$ cat config.mk
export PLATFORM = sky130hd
export DESIGN_NAME = hack_run_ctrl
export DESIGN_NICKNAME = d
export VERILOG_FILES = /design/src/rtl/hack_pkg.sv /design/src/rtl/hack_byte_assembler.sv /design/src/rtl/hack_run_ctrl.sv
export SDC_FILE = /design/constraint.sdc
export NUM_CORES = 1
export LEC_CHECK = 0
export BUFFER_PORTS_ARGS = -buffer_cell sky130_fd_sc_hd__buf_4
export CAP_MARGIN = 20
export CORE_UTILIZATION = 55
export CTS_CLUSTER_SIZE = 12
export DETAILED_ROUTE_END_ITERATION = 16
export GPL_ROUTABILITY_DRIVEN = 1
export MAX_ROUTING_LAYER = met4
export PLACE_DENSITY = 0.87
export SYNTH_ARGS = -nofsm -noshare
export SYNTH_HDL_FRONTEND = slang
export SYNTH_HIERARCHICAL = 1
export SYNTH_SLANG_ARGS = --single-unit
$ cat constraint.sdc
create_clock -name clock -period 2.8 [get_ports clock]
set_input_delay 0.56 -clock clock [delete_from_list [all_inputs] [get_ports clock]]
set_output_delay 0.56 -clock clock [all_outputs]
set_load 0.05 [all_outputs]
$ cat src/rtl/hack_pkg.sv
// Shared types and constants for the Hack load/run sequencer.
// Holds the controller state encodings and the word/address widths.
package hack_pkg;

    localparam int ADDR_W_DEFAULT = 15;
    localparam int WORD_W         = 16;

    typedef enum logic [2:0] {
        ST_LEN_HI = 3'd0,
        ST_LEN_LO = 3'd1,
        ST_DAT_HI = 3'd2,
        ST_DAT_LO = 3'd3,
        ST_HALTED = 3'd4,
        ST_RUN    = 3'd5,
        ST_STEP   = 3'd6
    } state_e;

    function automatic logic is_load(state_e s);
        return (s == ST_LEN_HI) || (s == ST_LEN_LO) ||
               (s == ST_DAT_HI) || (s == ST_DAT_LO);
    endfunction

endpackage

$ cat src/rtl/hack_byte_assembler.sv
// Pairs a high byte and a low byte into one 16-bit word.
// Ports: clock/reset, clear (forces the high-byte phase),
// byte_valid/byte_data in, word_valid pulse and word_data out.
module hack_byte_assembler
    import hack_pkg::*;
(
    input  logic              clock,
    input  logic              reset,
    input  logic              clear,
    input  logic              byte_valid,
    input  logic [7:0]        byte_data,
    output logic              word_valid,
    output logic [WORD_W-1:0] word_data
);

    logic       lo_phase_q, lo_phase_d;
    logic [7:0] hi_q, hi_d;

    always_comb begin
        lo_phase_d = lo_phase_q;
        hi_d       = hi_q;
        if (clear) begin
            lo_phase_d = 1'b0;
        end else if (byte_valid) begin
            if (!lo_phase_q) begin
                hi_d = byte_data;
            end
            lo_phase_d = ~lo_phase_q;
        end
    end

    // The low byte is combined with the stored high byte in the
    // same cycle it arrives.
    assign word_valid = byte_valid & lo_phase_q & ~clear;
    assign word_data  = {hi_q, byte_data};

    always_ff @(posedge clock) begin
        if (reset) begin
            lo_phase_q <= 1'b0;
            hi_q       <= 8'd0;
        end else begin
            lo_phase_q <= lo_phase_d;
            hi_q       <= hi_d;
        end
    end

endmodule

$ cat src/rtl/hack_run_ctrl.sv
// Load/run sequencer: loads a length-prefixed image into ROM, then runs,
// halts, single-steps and breaks the Hack CPU via cpu_reset/cpu_ce.
// Ports: clock/reset; rx_* byte stream in; rom_* write port out;
// cpu_reset/cpu_ce/pc_ to the CPU; bp_* breakpoint; cmd_* pulses;
// status (state encoding) and run_cycles (executed-cycle count) out.
module hack_run_ctrl
    import hack_pkg::*;
#(
    parameter int ADDR_W    = ADDR_W_DEFAULT,
    parameter int ROM_DEPTH = 32768,
    parameter int CNT_W     = 32
) (
    input  logic              clock,
    input  logic              reset,
    input  logic [7:0]        rx_data,
    input  logic              rx_valid,
    output logic              rx_ready,
    output logic              rom_we,
    output logic [ADDR_W-1:0] rom_addr,
    output logic [15:0]       rom_wdata,
    output logic              cpu_reset,
    output logic              cpu_ce,
    input  logic [ADDR_W-1:0] pc_,
    input  logic              bp_en,
    input  logic [ADDR_W-1:0] bp_addr,
    input  logic              cmd_go,
    input  logic              cmd_halt,
    input  logic              cmd_step,
    input  logic              cmd_load,
    output logic [2:0]        status,
    output logic [CNT_W-1:0]  run_cycles
);

    state_e              state_q, state_d;
    logic [WORD_W-1:0]   len_q, len_d;
    logic [WORD_W-1:0]   idx_q, idx_d;
    logic                skip_bp_q, skip_bp_d;
    logic [CNT_W-1:0]    cnt_q, cnt_d;
    logic                rom_we_q, rom_we_d;
    logic [ADDR_W-1:0]   rom_addr_q, rom_addr_d;
    logic [WORD_W-1:0]   rom_wdata_q, rom_wdata_d;

    logic                load_st;
    logic                word_valid;
    logic [WORD_W-1:0]   word_data;
    logic                bp_hit;

    assign load_st = is_load(state_q);

    hack_byte_assembler u_asm (
        .clock      (clock),
        .reset      (reset),
        .clear      (~load_st),
        .byte_valid (rx_valid & load_st),
        .byte_data  (rx_data),
        .word_valid (word_valid),
        .word_data  (word_data)
    );

    always_comb begin
        state_d     = state_q;
        len_d       = len_q;
        idx_d       = idx_q;
        skip_bp_d   = skip_bp_q;
        cnt_d       = cnt_q;
        rom_we_d    = 1'b0;
        rom_addr_d  = rom_addr_q;
        rom_wdata_d = rom_wdata_q;
        rx_ready    = 1'b0;
        cpu_reset   = 1'b0;
        cpu_ce      = 1'b0;
        bp_hit      = 1'b0;

        unique case (state_q)
            ST_LEN_HI: begin
                rx_ready  = 1'b1;
                cpu_reset = 1'b1;
                cpu_ce    = 1'b1;
                if (rx_valid) state_d = ST_LEN_LO;
            end
            ST_LEN_LO: begin
                rx_ready  = 1'b1;
                cpu_reset = 1'b1;
                cpu_ce    = 1'b1;
                if (word_valid) begin
                    len_d   = word_data;
                    idx_d   = '0;
                    cnt_d   = '0;
                    state_d = (word_data == '0) ? ST_HALTED
                                                : ST_DAT_HI;
                end
            end
            ST_DAT_HI: begin
                rx_ready  = 1'b1;
                cpu_reset = 1'b1;
                cpu_ce    = 1'b1;
                if (rx_valid) state_d = ST_DAT_LO;
            end
            ST_DAT_LO: begin
                rx_ready  = 1'b1;
                cpu_reset = 1'b1;
                cpu_ce    = 1'b1;
                if (word_valid) begin
                    // Words past the ROM are swallowed, never wrapped.
                    if (32'(idx_q) < ROM_DEPTH) begin
                        rom_we_d    = 1'b1;
                        rom_addr_d  = ADDR_W'(idx_q);
                        rom_wdata_d = word_data;
                    end
                    idx_d   = idx_q + 1'b1;
                    state_d = (idx_q == len_q - 1'b1) ? ST_HALTED
                                                      : ST_DAT_HI;
                end
            end
            ST_HALTED: begin
                if (cmd_load) begin
                    state_d = ST_LEN_HI;
                end else if (cmd_halt) begin
                    state_d = ST_HALTED;
                end else if (cmd_step) begin
                    state_d   = ST_STEP;
                    skip_bp_d = 1'b1;
                end else if (cmd_go) begin
                    state_d   = ST_RUN;
                    skip_bp_d = 1'b1;
                end
            end
            ST_RUN: begin
                // Gate the clock in the hit cycle so the instruction
                // at bp_addr does not execute.
                bp_hit    = bp_en & (pc_ == bp_addr) & ~skip_bp_q;
                cpu_ce    = ~bp_hit;
                skip_bp_d = 1'b0;
                if (cmd_load) begin
                    state_d = ST_LEN_HI;
                end else if (cmd_halt || bp_hit) begin
                    state_d = ST_HALTED;
                end
            end
            ST_STEP: begin
                cpu_ce  = 1'b1;
                state_d = cmd_load ? ST_LEN_HI : ST_HALTED;
            end
            default: begin
                state_d = ST_LEN_HI;
            end
        endcase

        if ((state_q == ST_RUN || state_q == ST_STEP) &&
            cpu_ce && (cnt_q != '1)) begin
            cnt_d = cnt_q + CNT_W'(1);
        end
    end

    always_ff @(posedge clock) begin
        if (reset) begin
            state_q     <= ST_LEN_HI;
            len_q       <= '0;
            idx_q       <= '0;
            skip_bp_q   <= 1'b0;
            cnt_q       <= '0;
            rom_we_q    <= 1'b0;
            rom_addr_q  <= '0;
            rom_wdata_q <= '0;
        end else begin
            state_q     <= state_d;
            len_q       <= len_d;
            idx_q       <= idx_d;
            skip_bp_q   <= skip_bp_d;
            cnt_q       <= cnt_d;
            rom_we_q    <= rom_we_d;
            rom_addr_q  <= rom_addr_d;
            rom_wdata_q <= rom_wdata_d;
        end
    end

    assign rom_we     = rom_we_q;
    assign rom_addr   = rom_addr_q;
    assign rom_wdata  = rom_wdata_q;
    assign status     = state_q;
    assign run_cycles = cnt_q;

endmodule

[Yosys cells after proc, flatten, opt, wreduce, memory -nomap -nowiden]
Cells that the tools add are included.
Cells by class
  $add $sub $neg: 3
  $lt $le $gt $ge: 1
  equal/unequal tests: 18
  multiplexer cells: 28
  bitwise logic cells: 11
  reductions and logical operators: 24
Operators with widths (count)
  $mux W32: 3
  $mux W3: 13
  $add A32 B1 Y32 const B: 1
  $mux W16: 2
  $ne A32 B32 Y1 const B: 1
  $pmux W16 S2: 1
  $pmux W3 S7: 1
  $add A16 B1 Y16 const B: 1
  $eq A16 B16 Y1: 1
  $logic_not A16 Y1: 1
  $lt A16 B16 Y1 const B: 1
  $sub A16 B1 Y16 const B: 1
  $eq A15 B15 Y1: 1
  $eq A3 B3 Y1 const B: 3
  $reduce_and A3 Y1: 3
  $ne A2 B2 Y1 const B: 4
  $reduce_bool A2 Y1: 4
  $eq A3 B2 Y1 const B: 2
  $mux W1: 6
  $ne A3 B3 Y1 const B: 2
  $not A1 Y1: 6
  $reduce_and A6 Y1: 1
  $and A1 B1 Y1: 5
  $logic_or A1 B1 Y1: 5
  12 further kinds: 16
Word-level totals
  register bits after elaboration: 109
  output and inout bits: 70

[Logic depth before layout (Yosys ltp)]
Gate-level depths: netlist of run 1.
  depth in word-level cells: 10
  gate-level depth with buffers: 11
  depth with buffers taken out: 8

[Modules after synthesis]
Netlist of run 1, hierarchy kept.
By module, submodules not included
  hack_run_ctrl: instances 1, cells each 661, area each 5226.3 sq um, seq. area each 2001.9 sq um
  hack_byte_assembler: instances 1, cells each 47, area each 471.7 sq um, seq. area each 180.2 sq um

[Worst setup path before layout of run 1]
OpenSTA, ideal clock, no wires.
  path type: flip-flop to flip-flop
  start point: register state_q[2], in the netlist status[2]
  end point: register cnt_q[30], in the netlist run_cycles[30]
  library setup time: 74 ps
  arrival: 2722 ps
  setup slack: 3 ps
  cell stages (with the launch flop): 12
  clock period less this slack: 2797 ps
  cells stage by stage: dfxtp_1 -> clkbuf_1 -> clkbuf_1 -> and3b_2 -> and3b_1 -> buf_2 -> nand2b_1 -> clkbuf_1 -> nand2_1 -> a31o_2 -> buf_2 -> a31oi_1
Between the ends
  longest elaborated chain between the ends: 9
RTL lines
  start, declared: line hack_run_ctrl.sv:34  | state_e state_q, state_d;
  start signal, assigned: line hack_run_ctrl.sv:166  | state_q <= state_d;
  $eq A3 B1 Y1 / $logic_not A3 Y1 (equally long branches): line hack_pkg.sv:19  | return (s == ST_LEN_HI) || (s == ST_LEN_LO) ||
  $logic_or A1 B1 Y1 (2 in series): line hack_pkg.sv:19
  $logic_or A1 B1 Y1 (*): line hack_pkg.sv:20  | (s == ST_DAT_HI) || (s == ST_DAT_LO);
  $and A1 B1 Y1: line hack_run_ctrl.sv:54  | .byte_valid (rx_valid & load_st),
  $and A1 B1 Y1: line hack_byte_assembler.sv:34  | assign word_valid = byte_valid & lo_phase_q & ~clear;
  $and A1 B1 Y1 (*): line hack_byte_assembler.sv:34
  net word_valid: line hack_run_ctrl.sv:44  | logic word_valid;
  $reduce_bool A2 Y1 (no line) (*)
  $reduce_and A2 Y1 (no line) (*)
  end signal, assigned: line hack_run_ctrl.sv:170  | cnt_q <= cnt_d;
  end, declared: line hack_run_ctrl.sv:38  | logic [CNT_W-1:0] cnt_q, cnt_d;
The timed path passes the listed nets; every way through them passes the cells marked *.
A chain may end at the register's enable or synchronous reset.

[Worst setup path after layout of run 1]
  start point: input bp_addr[1]
  end point: output cpu_ce
Between the ends
  longest elaborated chain between the ends: 5
RTL lines
  start, declared: line hack_run_ctrl.sv:25  | input logic [ADDR_W-1:0] bp_addr,
  $eq A15 B15 Y1: line hack_run_ctrl.sv:131  | bp_hit = bp_en & (pc_ == bp_addr) & ~skip_bp_q;
  $and A1 B1 Y1 (2 in series): line hack_run_ctrl.sv:131
  $not A1 Y1: line hack_run_ctrl.sv:132  | cpu_ce = ~bp_hit;
  $pmux W1 S2: line hack_run_ctrl.sv:74  | unique case (state_q)
  end, declared: line hack_run_ctrl.sv:22  | output logic cpu_ce,
No other way between the ends.

==> metrics.md, run 1 <==
| Metric | Value |
|---|---|
| Worst Hold Class | `input pin to flop` |
| CTS tree | `done` |
| Setup repair bufs after CTS | `0` |
| Req. time, crit path | `2.24 ns` |
| Hold_buf cts | `0` |
| Main synth FF type | `dfxtp_1` |
| Leak pwr | `2.61 nW` |
| First DRT Iteration DRCs | `405` |
| Number of global-route vias before repair | `approximately 5100` |
| Initial core utilization | `0.575` |
| Die span in y | `104 um` |
| Post-Synthesis Cells | `708` |
| Filler Cell Count | `828` |
| Share of layout cells above drive strength 1 | `0.221` |
| Register area | `2180 sq um` |
| Status | `complete, no violations` |
| Largest net degree at the start of global routing | `74` |
| PortBufs | `115` |
| Rows | `36` |
| Worst r2r path cells | `7` |
| Vias post-DR | `around 5500` |
| Area growth syn-to-layout | `18.7%` |
| GP Congestion | `0.884` |
| Period utilization | `0.958` |
| Critical Path End Type | `primary output` |
| Pre-CTS setup slack | `0.0573 ns` |
| Drt first pass iters | `5` |
| Core Box Area | `9910 sq um` |
| GRT overflow | `0` |
| Worst hold start | `rx_data[4]` |
| Die Wd | `104 um` |
| CP Class | `input pin to primary output` |
| Syn_area_per_cell | `8.05 sq um` |
| WHS Endpoint | `rom_wdata[4]` |
| RSZ-0062 raised after global routing | `no` |
| Final instance area | `6760 sq um` |
| Period minus WS final | `2.68 ns` |
| Multi-input combinational cell area | `3140 sq um` |
| Synth Cell Area | `5700 sq um` |
| RR Startpoint | `run_cycles[0]` |
| Final WS setup | `0.118 ns` |
| Slew HR | `0.430` |
| I/O pin total | `116` |
| Fin nets | `848` |
| Cells after DPL | `921` |
| First-pass GRT wire length | `24500 um` |
| Dpl hpwl | `10600 um` |
| Crit path DAT | `2.12 ns` |
| Setup crit start | `bp_addr[1]` |
| Most frequent cells in the layout | `buf_4, nand2_1, dfxtp_1` |
| Yosys cell types | `61` |
| Routed Wire Length | `14700 um` |
| Fin Setup TNS | `0 ns` |
| Slew Limit Fails | `0` |
| Via density | `5.87` |
| Antenna cells | `0` |
| GRT Total Usage | `0.284` |
| Clock buffer depth | `2` |
| WHS | `between 0.4 and 0.5 ns` |
| CTS sink cnt | `about 110` |
| Peak VDD IR | `between 0.0002 and 0.0003 V` |
| Commonest non-fill, non-tap cell in the layout | `buf_4` |
| CTS Buf Count | `9` |
| Setup violators final | `0` |
| Crit path max fanout | `2` |
| Area after DPL | `around 6600 sq um` |
| Insertion delay to the later sink of the worst-skew pair | `0.38 ns` |
| Post_cts resized | `0` |
| Slew @ Worst Pin | `0.852 ns` |
| Flop2flop setup slack | `0.29 ns` |
| WL/cell | `15.7 um` |
| Clock Pin Slew Worst Setup and Hold Paths | `0.11 ns` |
| Drt drc | `0` |
| Reg2reg end | `run_cycles[16]` |
| Initial antenna violation count | `0` |
| YS warnings | `6` |
| CP Launch Type | `input pin` |
| PD cells | `around 420 nW/um^2` |
| Post-synth EDFFs | `0` |
| Worst Skew | `0.0127 ns` |
| Maximum clock rate | `0.373 GHz` |
| Clock Root Buffer | `clkbuf_8` |
| Max_cap viols | `0` |
| Die ar. | `around 11000 sq um` |
| Register area share after synthesis | `0.383` |
| Final Hold Fails | `0` |
| H-tree levels | `3` |
| Mapped Nets | `757` |
| Post-synth ARST share | `0` |
| Worst hold stages | `3` |
| DRT antenna net count | `0` |
| Seq cells post-synth | `109` |
| Non-filler cells, final | `roughly 940` |
[critical path: stages]
cell and delay, ns:
buf_4 0.11, xor2_1 0.15, nor4_1 0.37, nand4_1 0.23, a21o_1 0.24, or2_2 0.27
buf_4 0.19
[power breakdown]
group / internal (mW) / switching [mW]
combinational: 0.125 / 0.155
sequential: 1.57 / 0.0239
clock: 0.365 / 0.582
[worst max-delay path by stage]
stage	end	slack, ns	cells past startpoint
after floorplan	run_cycles[30]	0.003	11
after global routing	cpu_ce	0.03	6
final	cpu_ce	0.12	7
after global placement	cpu_ce	0.06	7
after detailed placement	run_cycles[16]	0.06	8
after CTS	cpu_ce	0.08	7
[state kept, by name, indices dropped and copies added (netlist names)]
register,flops
idx_q,16
run_cycles,32
rom_addr,15
rom_wdata,16
status,3
rom_we,1
u_asm/hi_q,8
u_asm/lo_phase_q,1
len_q,16
skip_bp_q,1
[cell usage after synthesis, drive strengths merged (20+ instances only)]
master	instances	area (sq um)
a31oi	37	231
xor2	29	254
nor2	31	116
dfxtp	109	2180
buf	24	179
nand3	29	145
inv	25	93.8
nand2	119	447
xnor2	20	175
clkbuf	28	105
nand2b	21	131
a21oi	62	310
[cell families after synthesis]
kind of cell / synth area share
flops: 0.383
compound gates: 0.166
simple gates: 0.287
xor+xnor: 0.0753
mux: 0.0158
fa+ha+maj: 0.00659
buf+inv: 0.0663
[stage by stage]
step	utilization	total power [mW]
2_1_floorplan	-	1.80
3_3_place_gp	0.663	1.89
3_5_place_dp	0.663	1.90
4_1_cts	0.682	2.82
5_1_grt	0.682	2.92
6_report	0.682	2.82
[routing by layer]
metal | part of all wire | wire, um | global-route usage
met5 | 0 | 0 | -
met1 | 0.45 | 6630 | 0.385
met3 | 0.068 | 998 | 0.0371
met2 | 0.46 | 6800 | 0.434
met4 | 0.017 | 254 | 0.106
[area by class of cell]
type	instances	area share
inverters	25	0.0139
flip-flops and latches	109	0.323
clock buffers	10	0.0204
clock inverters	6	0.00759
well taps	133	0.0246
repair buffers	132	0.147
multi-input cells	522	0.464
No activity file was read; power rests on OpenSTA's default activity.
==> inputs of run 2 (changes only) <==
--- a/config.mk
+++ b/config.mk
@@ -5,14 +5,15 @@
 export SDC_FILE = /design/constraint.sdc
 export NUM_CORES = 1
 export LEC_CHECK = 0
+export ABC_AREA = 1
 export BUFFER_PORTS_ARGS = -buffer_cell sky130_fd_sc_hd__buf_4
 export CAP_MARGIN = 20
-export CORE_UTILIZATION = 55
+export CORE_UTILIZATION = 56
 export CTS_CLUSTER_SIZE = 12
 export DETAILED_ROUTE_END_ITERATION = 16
 export GPL_ROUTABILITY_DRIVEN = 1
 export MAX_ROUTING_LAYER = met4
-export PLACE_DENSITY = 0.87
+export PLACE_DENSITY = 0.88
 export SYNTH_ARGS = -nofsm -noshare
 export SYNTH_HDL_FRONTEND = slang
 export SYNTH_HIERARCHICAL = 1
==> metrics.md, run 2 <==
| Metric | Value |
|---|---|
| Status | `complete, no violations` |
| Count leader, synth | `nand2_1` |
| Met1 wire length | `approximately 7100 um` |
| Crit path max fanout | `10` |
| Mapped Nets | `947` |
| Hold_buf cts | `0` |
| H-tree levels | `3` |
| Met2 wire length | `7600 um` |
| Dpl hpwl | `11700 um` |
| Number of global-route vias before repair | `5581` |
| Share of layout cells above drive strength 1 | `0.178` |
| Area after DPL | `about 7000 sq um` |
| Setup violators final | `0` |
| Yosys cell types | `43` |
| Main synth FF type | `dfxtp_1` |
| Antenna cells | `0` |
| CTS sink cnt | `109` |
| First DRT Iteration DRCs | `296` |
| Vias post-DR | `6188` |
| Post-Synthesis Cells | `898` |
| Most frequent cells in the layout | `nand2_1, nor2_1, buf_4` |
| Worst Hold Class | `input pin to flop` |
| Initial antenna violation count | `0` |
| Fin nets | `1042` |
| I/O pin total | `~120` |
| Register area share after synthesis | `0.359` |
| DRT antenna net count | `0` |
| Die ar. | `11300 sq um` |
| Crit path DAT | `1.74 ns` |
| Period utilization | `0.821` |
| Post_cts resized | `0` |
| Period minus WS final | `2.30 ns` |
| Die Wd | `106 um` |
| Pre-CTS setup slack | `about 0.42 ns` |
| RR Startpoint | `run_cycles[0]` |
| GRT overflow | `0` |
| Maximum clock rate | `0.435 GHz` |
| Initial core utilization | `0.584` |
| Drt first pass iters | `5` |
| CP Launch Type | `flop` |
| Metal3 WL | `944 um` |
| Routed Wire Length | `~16000 um` |
| Worst hold start | `rx_data[6]` |
| Setup repair bufs after CTS | `0` |
| Slew Limit Fails | `0` |
| Final Hold Fails | `0` |
| PD cells | `413 nW/um^2` |
| PortBufs | `115` |
| CTS Buf Count | `9` |
| Worst hold stages | `3` |
| Main area contributors after synthesis | `dfxtp_1, nand2_1, nor2_1` |
| Worst Skew | `just under 0.02 ns` |
| YS warnings | `6` |
| Final WS setup | `0.500 ns` |
| Final instance area | `7180 sq um` |
| Fin Setup TNS | `0 ns` |
| WHS | `0.434 ns` |
| Slew @ Worst Pin | `0.544 ns` |
| Seq cells post-synth | `between 100 and 150` |
| First-pass GRT wire length | `about 26000 um` |
| Peak VDD IR | `about 0.00023 V` |
| Insertion delay to the later sink of the worst-skew pair | `~0.38 ns` |
| Critical Path End Type | `primary output` |
| WL/cell | `around 14 um` |
| Rows | `37` |
| Largest net degree at the start of global routing | `51` |
| Via density | `5.46` |
| CTS tree | `done` |
| Syn_area_per_cell | `between 6 and 7 sq um` |
| Req. time, crit path | `2.24 ns` |
| Drt drc | `0` |
| Worst r2r path cells | `10` |
| GRT Total Usage | `0.287` |
| Synth Cell Area | `6080 sq um` |
| Flop2flop setup slack | `0.53 ns` |
| WHS Endpoint | `rom_wdata[6]` |
| RSZ-0062 raised after global routing | `no` |
| Clock buffer depth | `2` |
| DR top layer | `met4` |
| Final core occ | `0.690` |
| Slew HR | `0.635` |
| Top post-synthesis cells by count | `nand2_1, nor2_1, dfxtp_1, inv_1, nand3_1` |
| Die span in y | `~110 um` |
| Cell taking the most area after synthesis | `dfxtp_1` |
| Max_cap viols | `0` |
| Leak pwr | `roughly 3.2 nW` |
| Clock Pin Slew Worst Setup and Hold Paths | `0.12 ns` |
| Post-synth ARST share | `0` |
| Core Box Area | `10400 sq um` |
| Area growth syn-to-layout | `18.2%` |
| GP Congestion | `between 0.9 and 1` |
| Reg2reg end | `run_cycles[7]` |
| Post-synth EDFFs | `0` |
| Yosys top cell area share | `0.359` |
| CP Class | `flop to primary output` |
| Clock Root Buffer | `clkbuf_8` |
| Filler Cell Count | `877` |
| Number of flip-flops in the largest register | `32` |
| Commonest non-fill, non-tap cell in the layout | `nand2_1` |
run 2: cell types whose count changed after synthesis, moves of 8 or more:
cell	delta
nor2_1	+114
nor4_1	-9
o21ai_0	+51
nand2b_1	-21
or3b_2	-10
mux2i_1	-9
nand2_1	+32
nand3_1	+52
a21oi_1	+15
inv_1	+61
clkbuf_1	-8
or2_2	+8
a31oi_1	-36
and3_1	-13
run 2: cells by family after synthesis:
group	share of synthesized area
buffers and inverters	0.0951
AOI/OAI and AO/OA	0.128
xor gates and xnor gates	0.0663
DFF	0.359
and+or+nand+nor	0.345
adders and majority gates	0.00618
run 2: cell type report:
| cell class | instances | area, sq um | share of cell area |
|---|---|---|---|
| inverters | 92 | 345 | 0.0481 |
| repair buffers | 124 | 956 | 0.133 |
| clock buffers | 9 | 124 | 0.0172 |
| flip-flops and latches | 109 | 2180 | 0.304 |
| well taps | 136 | 170 | 0.0237 |
| multi-input cells | 657 | 3320 | 0.462 |
| clock inverters | 7 | 87.6 | 0.0122 |
run 2: how the worst max path moves through the flow:
stage / from / end / slack (ns) / cells past startpoint
final: status[2] / cpu_ce / 0.50 / 4
after global routing: status[2] / idx_q[12] / 0.30 / 11
after CTS: status[2] / cpu_ce / 0.50 / 4
after detailed placement: rx_valid / idx_q[15] / 0.42 / 14
after global placement: rx_valid / idx_q[15] / 0.44 / 14
after floorplan: run_cycles[0] / run_cycles[7] / 0.50 / 11
run 2: stage by stage:
stage | power (mW) | cells
after floorplan | 1.89 | 898
after global placement | 1.99 | 1118
after detailed placement | 2.00 | 1118
after CTS | 2.97 | 1134
after global routing | 3.09 | 1134
final | 2.96 | 1134
run 2: power by group:
part           internal [mW]  switching [mW]
clock network          0.365           0.625
registers               1.57          0.0314
logic                  0.144           0.224
total                   2.08           0.880
run 2: per-layer routing:
layer  global-route usage  up-vias
met3               0.0490       21
met1                0.360     2854
met4               0.0754        0
met5                    -        -
met2                0.479      202
li1                     -     3111
run 2: worst max-delay path, cell delays in order, from the launching register on:
cell     delay, ns
dfxtp_1       0.57
inv_2         0.17
nor2_1        0.22
nand2_1       0.18
buf_4         0.23
==> inputs of run 3 (changes only) <==
==> constraint.sdc (replaced) <==
create_clock -name clock -period 2.15 [get_ports clock]
set_input_delay 0.43 -clock clock [delete_from_list [all_inputs] [get_ports clock]]
set_output_delay 0.43 -clock clock [all_outputs]
set_load 0.05 [all_outputs]
==> metrics.md, run 3 (synthesized netlist as in run 2, its figures left out) <==
| Metric | Value |
|---|---|
| Drt drc | `0` |
| Hold_buf cts | `0` |
| Pre-CTS setup slack | `-0.0257 ns` |
| GRT Total Usage | `0.285` |
| Max_cap viols | `0` |
| CP Launch Type | `flop` |
| Area growth syn-to-layout | `20.8%` |
| Slew @ Worst Pin | `0.363 ns` |
| Filler Cell Count | `857` |
| First DRT Iteration DRCs | `426` |
| GP Congestion | `0.909` |
| CTS sink cnt | `around 110` |
| CP peak stage delay | `approximately 0.33 ns` |
| CTS tree | `done` |
| Initial antenna violation count | `0` |
| GRT overflow | `0` |
| Antenna cells | `0` |
| Largest net degree at the start of global routing | `53` |
| Peak VDD IR | `about 0.00036 V` |
| H-tree levels | `3` |
| Period utilization | `0.944` |
| Setup violators final | `0` |
| Worst Hold Class | `input pin to flop` |
| Commonest non-fill, non-tap cell in the layout | `nand2_1` |
| Multi-input combinational cell area | `3350 sq um` |
| Initial core utilization | `0.584` |
| Crit path max fanout | `5` |
| Cells after DPL | `1135` |
| Die span in y | `106 um` |
| Routed Wire Length | `around 16000 um` |
| CTS Buf Count | `9` |
| Worst path slowest cell | `dfxtp_1` |
| Clock Pin Slew Worst Setup and Hold Paths | `roughly 0.12 ns` |
| Number of flip-flops in the largest register | `32` |
| Maximum clock rate | `0.493 GHz` |
| Final Hold Fails | `0` |
| Crit path cell chain | `inv_1 > ha_1 > nand2_1 > nor2_4 > xor2_1 > nand2_1 > inv_1 > nand2_1 > nor2_1 > nand3_1 > nand2_1 > nand2_1 > a21oi_1` |
| First-pass GRT wire length | `25500 um` |
| Final WS setup | `approximately 0.12 ns` |
| Leak pwr | `3.30 nW` |
| Fin Setup TNS | `0 ns` |
| Core Box Area | `10400 sq um` |
| Slew HR | `0.757` |
| WL/cell | `13.7 um` |
| Die Wd | `106 um` |
| Setup repair bufs after CTS | `0` |
| Final instance area | `7340 sq um` |
| Crit path DAT | `around 2.3 ns` |
| I/O pin total | `116` |
| Insertion delay to the later sink of the worst-skew pair | `~0.4 ns` |
| Req. time, crit path | `~2.5 ns` |
| Non-filler cells, final | `1151` |
| Rows | `37` |
| RSZ-0062 raised after global routing | `no` |
| Number of global-route vias before repair | `5580` |
| Via density | `5.42` |
| Clock buffer depth | `2` |
| PortBufs | `~120` |
| Clock Root Buffer | `clkbuf_8` |
| Vias post-DR | `~6200` |
| Post_cts resized | `0` |
| Most common cell on crit path | `nand2_1` |
| Die ar. | `11300 sq um` |
| Most frequent cells in the layout | `nand2_1, nor2_1, buf_4` |
| Fin nets | `1059` |
| Worst Skew | `0.0219 ns` |
| DRT antenna net count | `0` |
| Critical Path End Type | `flop` |
| Area after DPL | `7110 sq um` |
| Dpl hpwl | `11700 um` |
| CP Class | `flop to flop` |
| Drt first pass iters | `8` |
| Period minus WS final | `around 2 ns` |
| PD cells | `528 nW/um^2` |
| Slew Limit Fails | `0` |
| Share of layout cells above drive strength 1 | `0.205` |
| Register area | `2190 sq um` |
| Status | `complete, no violations` |
## run 3: area by class of cell
type | count | share of cell area
inverters | 92 | 0.0470
flip-flops and latches | 109 | 0.298
multi-input cells | 657 | 0.456
well taps | 136 | 0.0232
repair buffers | 141 | 0.148
clock inverters | 7 | 0.0111
clock buffers | 9 | 0.0169
## run 3: power by group
part	total, mW	internal, mW	switching (mW)
clock network	1.29	0.472	0.818
logic	0.494	0.196	0.298
registers	2.09	2.05	0.0383
total	3.87	2.72	1.15
## run 3: path summary, 6_finish.rpt
kind                                 start           end  slack [ns]  cells after the start
worst max register to register    len_q[0]     status[2]        0.12                     13
worst max-delay path              len_q[0]     status[2]        0.12                     13
worst min register to register   skip_bp_q     skip_bp_q        0.48                      2
worst min-delay path            rx_data[6]  rom_wdata[6]        0.30                      3
## run 3: metrics by stage
step	total power, mW	utilization	hold WS (ns)
after global routing	4.02	0.705	0.291
after CTS	3.87	0.702	0.294
after global placement	2.60	0.682	0.467
final	3.87	0.705	0.298
after detailed placement	2.61	0.682	0.468
after floorplan	2.46	-	0.448
## run 3: routing by layer
metal / track usage / share of wire
met1: 0.355 / 0.44
met2: 0.473 / 0.47
met3: 0.0448 / 0.069
met4: 0.0903 / 0.015
met5: - / 0
## run 3: critical path: cells and delay by family (launching register included)
kind                       cells  cell delay, ns
DFF                            1            0.33
adders and majority gates      1            0.20
AOI/OAI and AO/OA              1            0.11
buffers and inverters          2            0.18
and+or+nand+nor                8            0.96
xor gates and xnor gates       1            0.17
